--- src/rtl/spi_reg_cmd_engine.sv ---
// Byte-level command/register engine behind an SPI byte slave: decodes a command byte,
// then runs write or read bursts on a simple register bus and returns data via tx-load.
module spi_reg_cmd_engine #(
    parameter int ADDR_W     = 7,
    parameter int AUTO_INC   = 1,
    parameter int RD_TIMEOUT = 8
) (
    input  logic              i_sys_clk,
    input  logic              i_rst,
    input  logic              i_spi_cs_b,
    input  logic              i_rx_data_valid,
    input  logic [7:0]        i_rx_byte,
    output logic              o_tx_data_valid,
    output logic [7:0]        o_tx_byte,
    output logic [ADDR_W-1:0] o_bus_addr,
    output logic              o_bus_wr_en,
    output logic [7:0]        o_bus_wr_data,
    output logic              o_bus_rd_req,
    input  logic [7:0]        i_bus_rd_data,
    input  logic              i_bus_rd_ack,
    output logic              o_frame_active,
    output logic              o_err_ovf,
    output logic              o_err_tmo,
    input  logic              i_err_clr
);

    typedef enum logic [1:0] {IDLE, WR, RD_REQ, RD_HOLD} state_t;

    localparam logic [ADDR_W-1:0] ADDR_STEP = (AUTO_INC != 0) ? ADDR_W'(1) : '0;
    localparam logic [7:0]        TMO_LAST  = 8'(RD_TIMEOUT - 1);

    function automatic logic [7:0] status_byte(input logic ovf, input logic tmo);
        return {4'hA, 2'b00, ovf, tmo};
    endfunction

    state_t            state, state_nxt;
    logic              cs_sync_p0, cs_s;
    logic              in_frame;
    logic [ADDR_W-1:0] addr;
    logic [7:0]        tmo_cnt;
    logic              wr_en_q;
    logic [7:0]        wr_data_q;
    logic              tx_vld_q;
    logic [7:0]        tx_q;
    logic              err_ovf_q, err_tmo_q;
    logic              rd_ack_ok, rd_tmo, rd_ovf, hold_adv, cmd_take;

    // Chip-select synchroniser; reset value is "deselected".
    always_ff @(posedge i_sys_clk or posedge i_rst) begin
        if (i_rst) begin
            cs_sync_p0 <= 1'b1;
            cs_s       <= 1'b1;
        end else begin
            cs_sync_p0 <= i_spi_cs_b;
            cs_s       <= cs_sync_p0;
        end
    end

    assign in_frame  = ~cs_s;
    assign cmd_take  = (state == IDLE) & in_frame & i_rx_data_valid;
    assign rd_ovf    = (state == RD_REQ) & in_frame & i_rx_data_valid;
    assign rd_ack_ok = (state == RD_REQ) & in_frame & ~i_rx_data_valid & i_bus_rd_ack;
    assign rd_tmo    = (state == RD_REQ) & in_frame & ~i_rx_data_valid & ~i_bus_rd_ack
                       & (tmo_cnt == TMO_LAST);
    assign hold_adv  = (state == RD_HOLD) & in_frame & i_rx_data_valid;

    always_ff @(posedge i_sys_clk or posedge i_rst) begin
        if (i_rst) state <= IDLE;
        else       state <= state_nxt;
    end

    always_comb begin
        state_nxt = state;
        if (cs_s) begin
            state_nxt = IDLE;
        end else begin
            case (state)
                IDLE:    if (i_rx_data_valid) state_nxt = i_rx_byte[7] ? WR : RD_REQ;
                WR:      state_nxt = WR;
                RD_REQ:  if (rd_ack_ok || rd_tmo) state_nxt = RD_HOLD;
                RD_HOLD: if (i_rx_data_valid) state_nxt = RD_REQ;
                default: state_nxt = IDLE;
            endcase
        end
    end

    // Outputs; the request and strobes are cut the moment the frame ends.
    always_comb begin
        o_frame_active  = in_frame;
        o_bus_rd_req    = (state == RD_REQ) & in_frame;
        o_bus_wr_en     = wr_en_q & in_frame;
        o_bus_wr_data   = wr_data_q;
        o_bus_addr      = addr;
        o_tx_data_valid = tx_vld_q & in_frame;
        o_tx_byte       = (state == IDLE) ? status_byte(err_ovf_q, err_tmo_q) : tx_q;
        o_err_ovf       = err_ovf_q;
        o_err_tmo       = err_tmo_q;
    end

    // Datapath: address, write pipe, read return, timeout counter, sticky flags.
    always_ff @(posedge i_sys_clk or posedge i_rst) begin
        if (i_rst) begin
            addr      <= '0;
            tmo_cnt   <= '0;
            wr_en_q   <= 1'b0;
            wr_data_q <= '0;
            tx_vld_q  <= 1'b0;
            tx_q      <= '0;
            err_ovf_q <= 1'b0;
            err_tmo_q <= 1'b0;
        end else begin
            if (cmd_take)
                addr <= i_rx_byte[ADDR_W-1:0];
            else if (wr_en_q || rd_ovf || hold_adv)
                addr <= addr + ADDR_STEP;

            if (state != RD_REQ || rd_ovf)
                tmo_cnt <= '0;
            else if (tmo_cnt != 8'hFF)
                tmo_cnt <= tmo_cnt + 8'd1;

            wr_en_q <= (state == WR) & in_frame & i_rx_data_valid;
            if ((state == WR) && in_frame && i_rx_data_valid)
                wr_data_q <= i_rx_byte;

            tx_vld_q <= rd_ack_ok | rd_tmo;
            if (state == IDLE)
                tx_q <= status_byte(err_ovf_q, err_tmo_q);
            else if (rd_ack_ok)
                tx_q <= i_bus_rd_data;
            else if (rd_tmo)
                tx_q <= 8'hFF;

            err_ovf_q <= (err_ovf_q & ~i_err_clr) | rd_ovf;
            err_tmo_q <= (err_tmo_q & ~i_err_clr) | rd_tmo;
        end
    end

endmodule

--- config.mk ---
export PLATFORM = sky130hd
export DESIGN_NAME = spi_reg_cmd_engine
export DESIGN_NICKNAME = d
export VERILOG_FILES = /design/src/rtl/spi_reg_cmd_engine.sv
export SDC_FILE = /design/constraint.sdc
export NUM_CORES = 1
export LEC_CHECK = 0
export CAP_MARGIN = 20
export CORE_MARGIN = 3
export CORE_UTILIZATION = 45
export DETAILED_ROUTE_END_ITERATION = 10
export PLACE_DENSITY = 0.74
export SYNTH_ARGS = -nofsm -noshare
export SYNTH_HDL_FRONTEND = slang
export SYNTH_SLANG_ARGS = --single-unit
export TNS_END_PERCENT = 50
--- constraint.sdc ---
create_clock -name i_sys_clk -period 3.8 [get_ports i_sys_clk]
set_clock_uncertainty 0.1 [all_clocks]
set_input_delay 0.38 -clock i_sys_clk [delete_from_list [all_inputs] [get_ports i_sys_clk]]
set_output_delay 0.38 -clock i_sys_clk [all_outputs]
set_load 0.01 [all_outputs]
-- Yosys cells after proc, flatten, opt, wreduce, memory -nomap -nowiden
Index checks and enable logic that the tools add are counted.
- bitwise operators: 23
- reductions and logical operators: 11
- equal/unequal tests: 9
- add/subtract/negate cells: 2
- mux-type cells: 14
- operator list (operator ; number):
    8-bit 2-to-1 mux ; 6
    1-bit AND ; 16
    7-bit 2-to-1 mux ; 2
    2-bit 2-to-1 mux ; 5
    8-bit by 1-bit adder with 8-bit output, second input constant ; 1
    8-bit by 3-bit equality test with 1-bit output, second input constant ; 1
    8-bit != test, second input constant ; 1
    2-bit one-hot mux with 4 select lines ; 1
    7-bit by 1-bit adder with 7-bit output, second input constant ; 1
    3-bit != test, second input constant ; 2
    2-bit equality test, second input constant ; 2
    1-bit logical OR ; 4
    1-bit NOT ; 4
    2-bit nonzero test ; 2
    3-bit by 2-bit != test with 1-bit output, second input constant ; 1
    1-bit bitwise OR ; 3
    3-bit AND reduction ; 1
    3-bit nonzero test ; 1
    2-bit by 1-bit equality test with 1-bit output, second input constant ; 1
    1-bit logical AND ; 2
    2-bit logical NOT ; 1
    2-bit != test, second input constant ; 1
- register bits: 39
- input port bits: 22

-- Longest topological paths before layout
Gate-level depths: netlist of the first run.
- word-level depth: 9
- gate-level depth with buffers: 8

-- Worst setup path before layout of the first run
OpenSTA, ideal clock, no wires.
- path kind: reg-to-output
- start point: register state[0]
- end point: output o_tx_byte[0]
- slack: 1.899 ns
- data arrival time: 1.421 ns
- buffers on the path: 3
- required time: 3.320 ns
- cell stages (with the launch flop): 7
- path through: dfrtp_1 -> inv_1 -> ha_1 -> buf_6 -> buf_2 -> buf_1 -> o21ai_0
- cells in the longest elaborated chain, start to end: 2
- ends and longest elaborated chain (what ; line ; RTL):
    start: declaration ; 36 ; state_t state, state_nxt;
    start signal: assignment ; 69 ; else state <= state_nxt;
    2-bit logical NOT ; 95 ; o_tx_byte = (state == IDLE) ? status_byte(err_ovf_q, err_tmo_q) : tx_q;
    8-bit 2-to-1 mux ; 95 ;
    end: declaration ; 14 ; output logic [7:0] o_tx_byte,
No other way between the ends.

-- Final worst setup path of the first run
Same ends and word-level chain as after synthesis.

==> results.txt, run 1 <==
Worst R2R End - o_bus_addr[4]
Clock Sinks - 39
Setup TNS - 0 ns
RD Place Congestion - 0.744
Post-synthesis mux area share - 0.0595
DP HPWL - 3160 um
Net Count, Synth - 226
Met2 routed wirelength - 1970 um
Status - finished, final reports clean
Fillers - 363
Leakage Power - 1.10 nW
Hold slack - 0.259 ns
Ys Warns - 0
Number of global-route vias before repair - 1,524
Fin cells - 299
GRT Total Usage - 0.175
CTS tree - done
Wl on met1 - 1970 um
Layout Cell Area excl Fill - 2620 um^2
Fin crit period - 2.88 ns
Core area - 4170 um^2
Worst R2R Path Depth - 6
WS Path Type - reg -> out
Pwr dens - 506 nW/um^2
Xor/xnor share of the synthesized area - 0.00867
Flops & latches, synth - 39
Max-slew violations - 0
CP startpoint kind - flip-flop
Clock Path Buffers - 2
Share of the synthesized area in the top cell type - 0.458
Critical path endpoint category - primary output
Via count - 1,603
Pin count of the biggest net entering global routing - 27
Post-CTS Resized - 0
Metal3 WL - 224 um
H-tree levels - 2
Most instantiated cells after synthesis - dfrtp_1 (37), inv_1 (18), nor2_1 (18)
Effective utilization at floorplan - 0.484
VDD IR max - 0.000248 V
Layout cells sized above 1 - 0.112
Die Wd - 73.0 um
First-pass iteration count of the detailed router - 4
Final Hold Fails - 0
Post-Synthesis Cells - 198
Clock tree root buffer cell - clkbuf_8
Die area - 5330 um^2
Synth-to-Final Area Change - 29.7%
Synth unique cells - 47
Top cells by area, synth - dfrtp_1 (46%), mux2_2 (4.5%), ha_1 (3.7%)
Compound-gate portion of the synthesized area - 0.171
First-pass GRT wire length - 7160 um
Final ANT Viol Nets - 0
Post-synth ARST share - 1.00
Highest clock rate - 348 MHz
1st-iter DRT viols - 112
Post-CTS Hold Fix Bufs - 0
Initial antenna violation count - 0
Placement-stage cell area - 2540 um^2
Max Fanout on Critical Path - 26
Routed len/inst - 14.2 um
Clock transition at the registers of the reported paths - 0.07 ns
Total CTS buffers - 5
Row Count - 23
Tcrit/Tclk final - 0.757
Hold Path Class - reg -> reg
DIE HEIGHT - 73.0 um
Crit path to - o_tx_byte[0]
Slew headroom - 0.425
GR Overflow Total - 0
Setup WS pre-CTS - 1.23 ns
Top sig layer - met4
Min setup slack post-route - 0.924 ns
Final setup viols - 0
Slew @ Worst Pin - 0.862 ns
Prevailing post-synth register cell - dfrtp_1
Number of diodes - 0
RSZ-0062 raised after global routing - no
Cell area after synthesis - 2020 um^2
Setup crit start - state[0]
Number of flops mapped to enable cells by yosys - 0
Seq/Total Area, Yosys - 0.485
I/O pin count - 51
Vias/cell - 5.36
Input/output buffers - 50
Drt total wl - 4250 um
Post-Synth Simple-Gate Area - 0.180
Largest family of logic cells by synthesized area - simple AND/OR/NAND/NOR gates
Largest area contributor in the netlist - dfrtp_1
Required @ worst endpoint - 3.32 ns
Total power draw - 1.33 mW
Avg Cell Area, Syn - 10.2 um^2
Inst Count DP - 291
Worst R2R Start - state[0]
Number of max-cap violations - 0
R2R Setup Slk - 1.20 ns
Util after Layout - 0.628
Nets - 276
Crit path DAT - 2.40 ns
Post-Synth Adder-Cell Area - 0.0372
Later-pin clock latency in the skew report - 0.29 ns
Post-CTS setup buffers - 0
DRC - 0
Most frequent cell after synthesis - dfrtp_1
-- final cells by class --
class,instances,area (um^2),share of cell area
Clock buffer,7,76.3,0.0291
Sequential cell,39,978,0.373
Clock inverter,1,5.00,0.00191
Multi-Input combinational cell,133,922,0.352
Inverter,18,67.6,0.0258
Timing Repair Buffer,51,508,0.194
Tap cell,50,62.6,0.0239
-- sequential cells by signal (all words and copies together) (netlist names) --
| signal | flops |
|---|---|
| o_bus_addr | 7 |
| cs_s | 1 |
| cs_sync_p0 | 1 |
| o_err_tmo | 1 |
| wr_en_q | 1 |
| tx_q | 8 |
| tx_vld_q | 1 |
| tmo_cnt | 8 |
| o_bus_wr_data | 8 |
| o_err_ovf | 1 |
| state | 2 |
-- worst min-delay path by stage --
| stage | start | end | slack (ns) | cells after the start |
|---|---|---|---|---|
| detailed placement | cs_sync_p0 | cs_s | 0.25 | 0 |
| floorplan | cs_sync_p0 | cs_s | 0.25 | 0 |
| CTS | cs_sync_p0 | cs_s | 0.26 | 0 |
| finish | cs_sync_p0 | cs_s | 0.26 | 0 |
| global placement | cs_sync_p0 | cs_s | 0.25 | 0 |
| global route | cs_sync_p0 | cs_s | 0.27 | 0 |
-- placed cells by master, fill, tap and decap left out, types with 3 or more instances in the layout --
cell type,count
nand2b_1,3
and3_1,5
a21oi_1,12
clkdlybuf4s50_1,50
a31oi_1,3
dfrtp_1,37
a2bb2oi_1,4
nor2_1,18
inv_1,18
clkbuf_8,5
mux2_2,8
nor3_1,8
nand3_1,6
nand2_1,7
nor2b_1,4
nor4_1,3
o21ai_0,6
a211oi_1,4
ha_1,6
o22ai_1,4
mux2i_1,3
-- worst max-delay path, cell delays in order (launching register included) --
cell and delay (ns):
dfrtp_1 0.42, inv_1 0.11, ha_1 0.73, nand2_1 0.15
o21ai_0 0.13, clkdlybuf4s50_1 0.57
-- cell families after synthesis --
group | after synthesis
simple gates | 66
compound gates | 48
flops | 39
buf+inv | 26
mux | 11
fa+ha+maj | 6
xor+xnor | 2
-- metal layers --
layer,up-vias,track usage
met5,-,0
li1,804,-
met4,0,0.0676
met2,41,0.264
met1,752,0.240
met3,6,0.0482
-- power by group --
part           total [mW]  switching (mW)  leakage, nW  internal (mW)
Sequential          0.580          0.0742        0.492          0.505
Clock               0.265           0.136       0.0422          0.129
Combinational       0.482           0.203        0.568          0.279
Total                1.33           0.413         1.10          0.913
(Power assumes the default switching activity.)
==> run 2: changes to the inputs <==
clock period = 2.94 ns   (was 3.8 ns; I/O delays follow)
==> results.txt, run 2 (synthesized netlist as in run 1, its figures left out) <==
Status - finished, final reports clean
Crit path DAT - 2.23 ns
VDD IR max - 0.000392 V
Placement-stage cell area - 2550 um^2
Critical path endpoint category - primary output
Metal3 WL - 250 um
First-pass GRT wire length - 7380 um
Post-CTS Resized - 0
Hold slack - 0.257 ns
Die area - 5330 um^2
Die Wd - 73.0 um
Drt total wl - 4390 um
Synth-to-Final Area Change - 31.4%
Final ANT Viol Nets - 0
Routed len/inst - 14.6 um
Min setup slack post-route - 0.320 ns
Slew headroom - 0.600
Fin crit period - 2.62 ns
Highest clock rate - 382 MHz
Setup TNS - 0 ns
Max-slew violations - 0
DIE HEIGHT - 73.0 um
Input/output buffers - 50
Number of diodes - 0
Number of global-route vias before repair - 1,539
Total CTS buffers - 5
Pwr dens - 668 nW/um^2
Number of max-cap violations - 0
Effective utilization at floorplan - 0.484
Clock transition at the registers of the reported paths - 0.07 ns
Top sig layer - met4
Met2 routed wirelength - 2060 um
Max Fanout on Critical Path - 18
Tcrit/Tclk final - 0.891
Hold Path Class - reg -> reg
Row Count - 23
Final setup viols - 0
DP HPWL - 3220 um
Pin count of the biggest net entering global routing - 40
1st-iter DRT viols - 135
Core area - 4170 um^2
Layout cells sized above 1 - 0.124
Via count - 1,635
H-tree levels - 2
Util after Layout - 0.636
CTS tree - done
Fin cells - 301
FF+latch area - 978 um^2
DRC - 0
GR Overflow Total - 0
Later-pin clock latency in the skew report - 0.29 ns
Layout Cell Area excl Fill - 2650 um^2
Multi-input combinational cell area - 922 um^2
Final Hold Fails - 0
Required @ worst endpoint - 2.55 ns
GRT Total Usage - 0.179
Vias/cell - 5.43
Total power draw - 1.77 mW
Clock Sinks - 39
RSZ-0062 raised after global routing - no
Post-CTS Hold Fix Bufs - 0
Setup WS pre-CTS - 0.616 ns
I/O pin count - 51
Post-CTS setup buffers - 0
Commonest non-fill, non-tap cell in the layout - clkdlybuf4s50_1
Slew @ Worst Pin - 0.598 ns
WS Path Type - reg -> out
Fillers - 365
First-pass iteration count of the detailed router - 4
Clock Path Buffers - 2
Most frequent cells in the layout - clkdlybuf4s50_1 (50), dfrtp_1 (37), inv_1 (18), nor2_1 (18), a21oi_1 (12)
Wl on met1 - 2010 um
CP startpoint kind - flip-flop
RD Place Congestion - 0.782
Clock tree root buffer cell - clkbuf_8
Initial antenna violation count - 0
Leakage Power - 1.12 nW
Nets - 278
Inst Count DP - 293
[run 2: changes by cell type in the layout (fill, tap and decap cells not counted)]
cell,change
clkinv_2,-1
buf_4,+2
clkbuf_8,+2
clkbuf_1,-1
[run 2: path summary, 6_finish.rpt]
kind / from / to / slack (ns) / cells past startpoint
max: state[0] / o_tx_byte[0] / 0.32 / 5
max reg2reg: state[0] / o_bus_addr[4] / 0.60 / 6
min reg2reg: cs_sync_p0 / cs_s / 0.26 / 0
min in group asynchronous: i_rst / o_bus_wr_data[4] / 0.32 / 3
max in group asynchronous: i_rst / cs_sync_p0 / 2.04 / 3
min: cs_sync_p0 / cs_s / 0.26 / 0
[run 2: critical path, stage by stage (launching register included)]
cell	delay, ns
dfrtp_1	0.40
inv_1	0.10
ha_1	0.41
buf_4	0.26
o21ai_0	0.20
clkdlybuf4s50_1	0.57
[run 2: routing by layer]
metal  GRT usage  vias up
li1            -      808
met1       0.247      782
met2       0.271       40
met3      0.0399        5
met4      0.0717        0
met5           0        -
[run 2: area by class of cell]
cell class	count	area share
Inverter	18	0.0255
Clock buffer	8	0.0377
Sequential cell	39	0.369
Tap cell	50	0.0236
Timing Repair Buffer	53	0.197
Multi-Input combinational cell	133	0.347
[run 2: report_power, final]
group | internal [mW] | total (mW) | switching [mW]
logic | 0.367 | 0.633 | 0.266
registers | 0.653 | 0.749 | 0.0957
clock network | 0.214 | 0.392 | 0.178
total | 1.23 | 1.77 | 0.540
==> run 3: changes to the inputs <==
ABC_AREA = 1   (was default)
CORE_MARGIN = default   (was 3)
==> results.txt, run 3 <==
Post-Synthesis Cells - 256
Worst path cell trace - inv_1, ha_1, buf_4, inv_1, nor2_1, nor2_1, clkdlybuf4s50_1
Net Sw Frac - 0.384
Hold_sp - cs_sync_p0
DP HPWL - 3220 um
Synth unique cells - 30
Die Wd - 69.0 um
RD Place Congestion - 0.764
Cell area after synthesis - 2020 um^2
Pwr dens - 792 nW/um^2
Crit path DAT - 2.08 ns
Synth-to-Final Area Change - 32.5%
DIE HEIGHT - 69.0 um
Final ANT Viol Nets - 0
Number of diodes - 0
CP startpoint kind - flip-flop
Fin crit period - 2.48 ns
Pint - 1.30 mW
Flops & latches, synth - 39
I/O pin count - 51
Most frequent cells in the layout - nand2_1 (62), clkdlybuf4s50_1 (50), inv_1 (39), dfrtp_1 (37), nor2_1 (30)
GR Overflow Total - 0
Core area - 4140 um^2
Final setup viols - 0
Nets - 340
Slew @ Worst Pin - 0.496 ns
Clock transition at the registers of the reported paths - 0.08 ns
Max-slew violations - 0
Drt total wl - 4290 um
Post-CTS setup buffers - 0
Leakage Power - 1.31 nW
Post-CTS Hold Fix Bufs - 0
CTS tree - done
Row Count - 23
Prevailing post-synth register cell - dfrtp_1
Commonest non-fill, non-tap cell in the layout - nand2_1
Clock tree root buffer cell - clkbuf_8
Pin count of the biggest net entering global routing - 40
Reg power frac - 0.372
VDD IR max - 0.000414 V
Hold Path Class - reg -> reg
Number of max-cap violations - 0
Highest clock rate - 404 MHz
GRT Total Usage - 0.199
Setup WS pre-CTS - 0.763 ns
Post-CTS Resized - 0
Seq/Total Area, Yosys - 0.485
Layout cells sized above 1 - 0.0799
Tcrit/Tclk final - 0.843
Setup crit start - state[0]
Most instantiated cells after synthesis - nand2_1 (62), inv_1 (39), dfrtp_1 (37)
Via count - 1,741
Clock Path Buffers - 2
Final Hold Fails - 0
Vias/cell - 4.80
1st-iter DRT viols - 98
Max Fanout on Critical Path - 16
RSZ-0062 raised after global routing - no
Input/output buffers - 50
Top cells by area, synth - dfrtp_1 (46%), nand2_1 (12%), inv_1 (7.3%)
Number of flops mapped to enable cells by yosys - 0
Number of global-route vias before repair - 1,506
Logic pwr share - 0.452
Initial antenna violation count - 0
Routed len/inst - 11.8 um
First-pass GRT wire length - 6770 um
Clock network fraction of design power - 0.176
Effective utilization at floorplan - 0.487
Die area - 4760 um^2
First-pass iteration count of the detailed router - 4
Crit-path max cell delay - 0.54 ns
Slew headroom - 0.670
H-tree levels - 2
Min setup slack post-route - 0.462 ns
Setup TNS - 0 ns
NetSw - 0.813 mW
Clock Sinks - 39
Worst path slowest cell - clkdlybuf4s50_1
Largest area contributor in the netlist - dfrtp_1
Total CTS buffers - 5
Worst R2R Start - state[0]
WS Path Type - reg -> out
DRC - 0
Post-synth ARST share - 1.00
Required @ worst endpoint - 2.55 ns
Later-pin clock latency in the skew report - 0.30 ns
Ys Warns - 0
Status - finished, final reports clean
Hold slack - 0.260 ns
Share of the synthesized area in the top cell type - 0.459
Most frequent cell after synthesis - nand2_1
Avg Cell Area, Syn - 7.88 um^2
Critical path endpoint category - primary output
Net Count, Synth - 284
-- run 3: logic make-up (layout without fill, tap and decap cells) --
kind of cell             Yosys count  in the layout  synth area share
adder cells (fa/ha/maj)            6              6            0.0372
flip-flops                        39             39             0.485
AND/OR/NAND/NOR                  123            123             0.267
XOR/XNOR                           3              3            0.0130
buffers and inverters             43            100            0.0812
AO/OA/AOI/OAI                     42             42             0.117
-- run 3: layout make-up --
class | count | area [um^2]
well taps | 50 | 62.6
fillers | 353 | 1470
inverters | 40 | 150
multi-input cells | 174 | 876
clock inverters | 3 | 23.8
clock buffers | 5 | 68.8
flip-flops and latches | 39 | 978
repair buffers | 52 | 515
-- run 3: power by group through the flow --
| stage | logic [mW] | clock network, mW | registers [mW] |
|---|---|---|---|
| after floorplan | 0.515 | 0 | 0.830 |
| after global placement | 0.944 | 0 | 0.792 |
| after detailed placement | 0.964 | 0 | 0.798 |
| after CTS | 0.969 | 0.386 | 0.788 |
| after global routing | 1.09 | 0.404 | 0.807 |
| final | 0.957 | 0.372 | 0.789 |
-- run 3: final timing paths --
path / endpoint / slack [ns] / cells past startpoint
hold reg to reg: cs_s / 0.26 / 0
setup reg to reg: o_bus_addr[4] / 1.20 / 9
max in group asynchronous: cs_s / 2.07 / 3
hold / removal: cs_s / 0.26 / 0
min in group asynchronous: o_bus_wr_data[1] / 0.32 / 3
setup / recovery: o_tx_byte[0] / 0.46 / 7
-- run 3: routing by layer --
layer | track usage | wire, um | vias to the layer above
met4 | 0.0842 | 68 | 0
met3 | 0.0461 | 152 | 7
met5 | 0 | 0 | -
met1 | 0.260 | 2130 | 785
met2 | 0.314 | 1940 | 30
li1 | - | - | 919
-- run 3: worst max-delay path, delay by kind of cell (launching register included) --
| kind | cells | cell delay (ns) |
|---|---|---|
| buffers and inverters | 4 | 1.01 |
| flip-flops | 1 | 0.39 |
| adder cells (fa/ha/maj) | 1 | 0.20 |
| AND/OR/NAND/NOR | 2 | 0.18 |
-- run 3: through the flow --
step	util	std cells	total power [mW]	instance area [um^2]
after global placement	0.623	355	1.74	2580
after CTS	0.646	363	2.14	2680
after global routing	0.646	363	2.30	2680
final	0.646	363	2.12	2680
after floorplan	-	256	1.34	2020
after detailed placement	0.623	355	1.76	2580
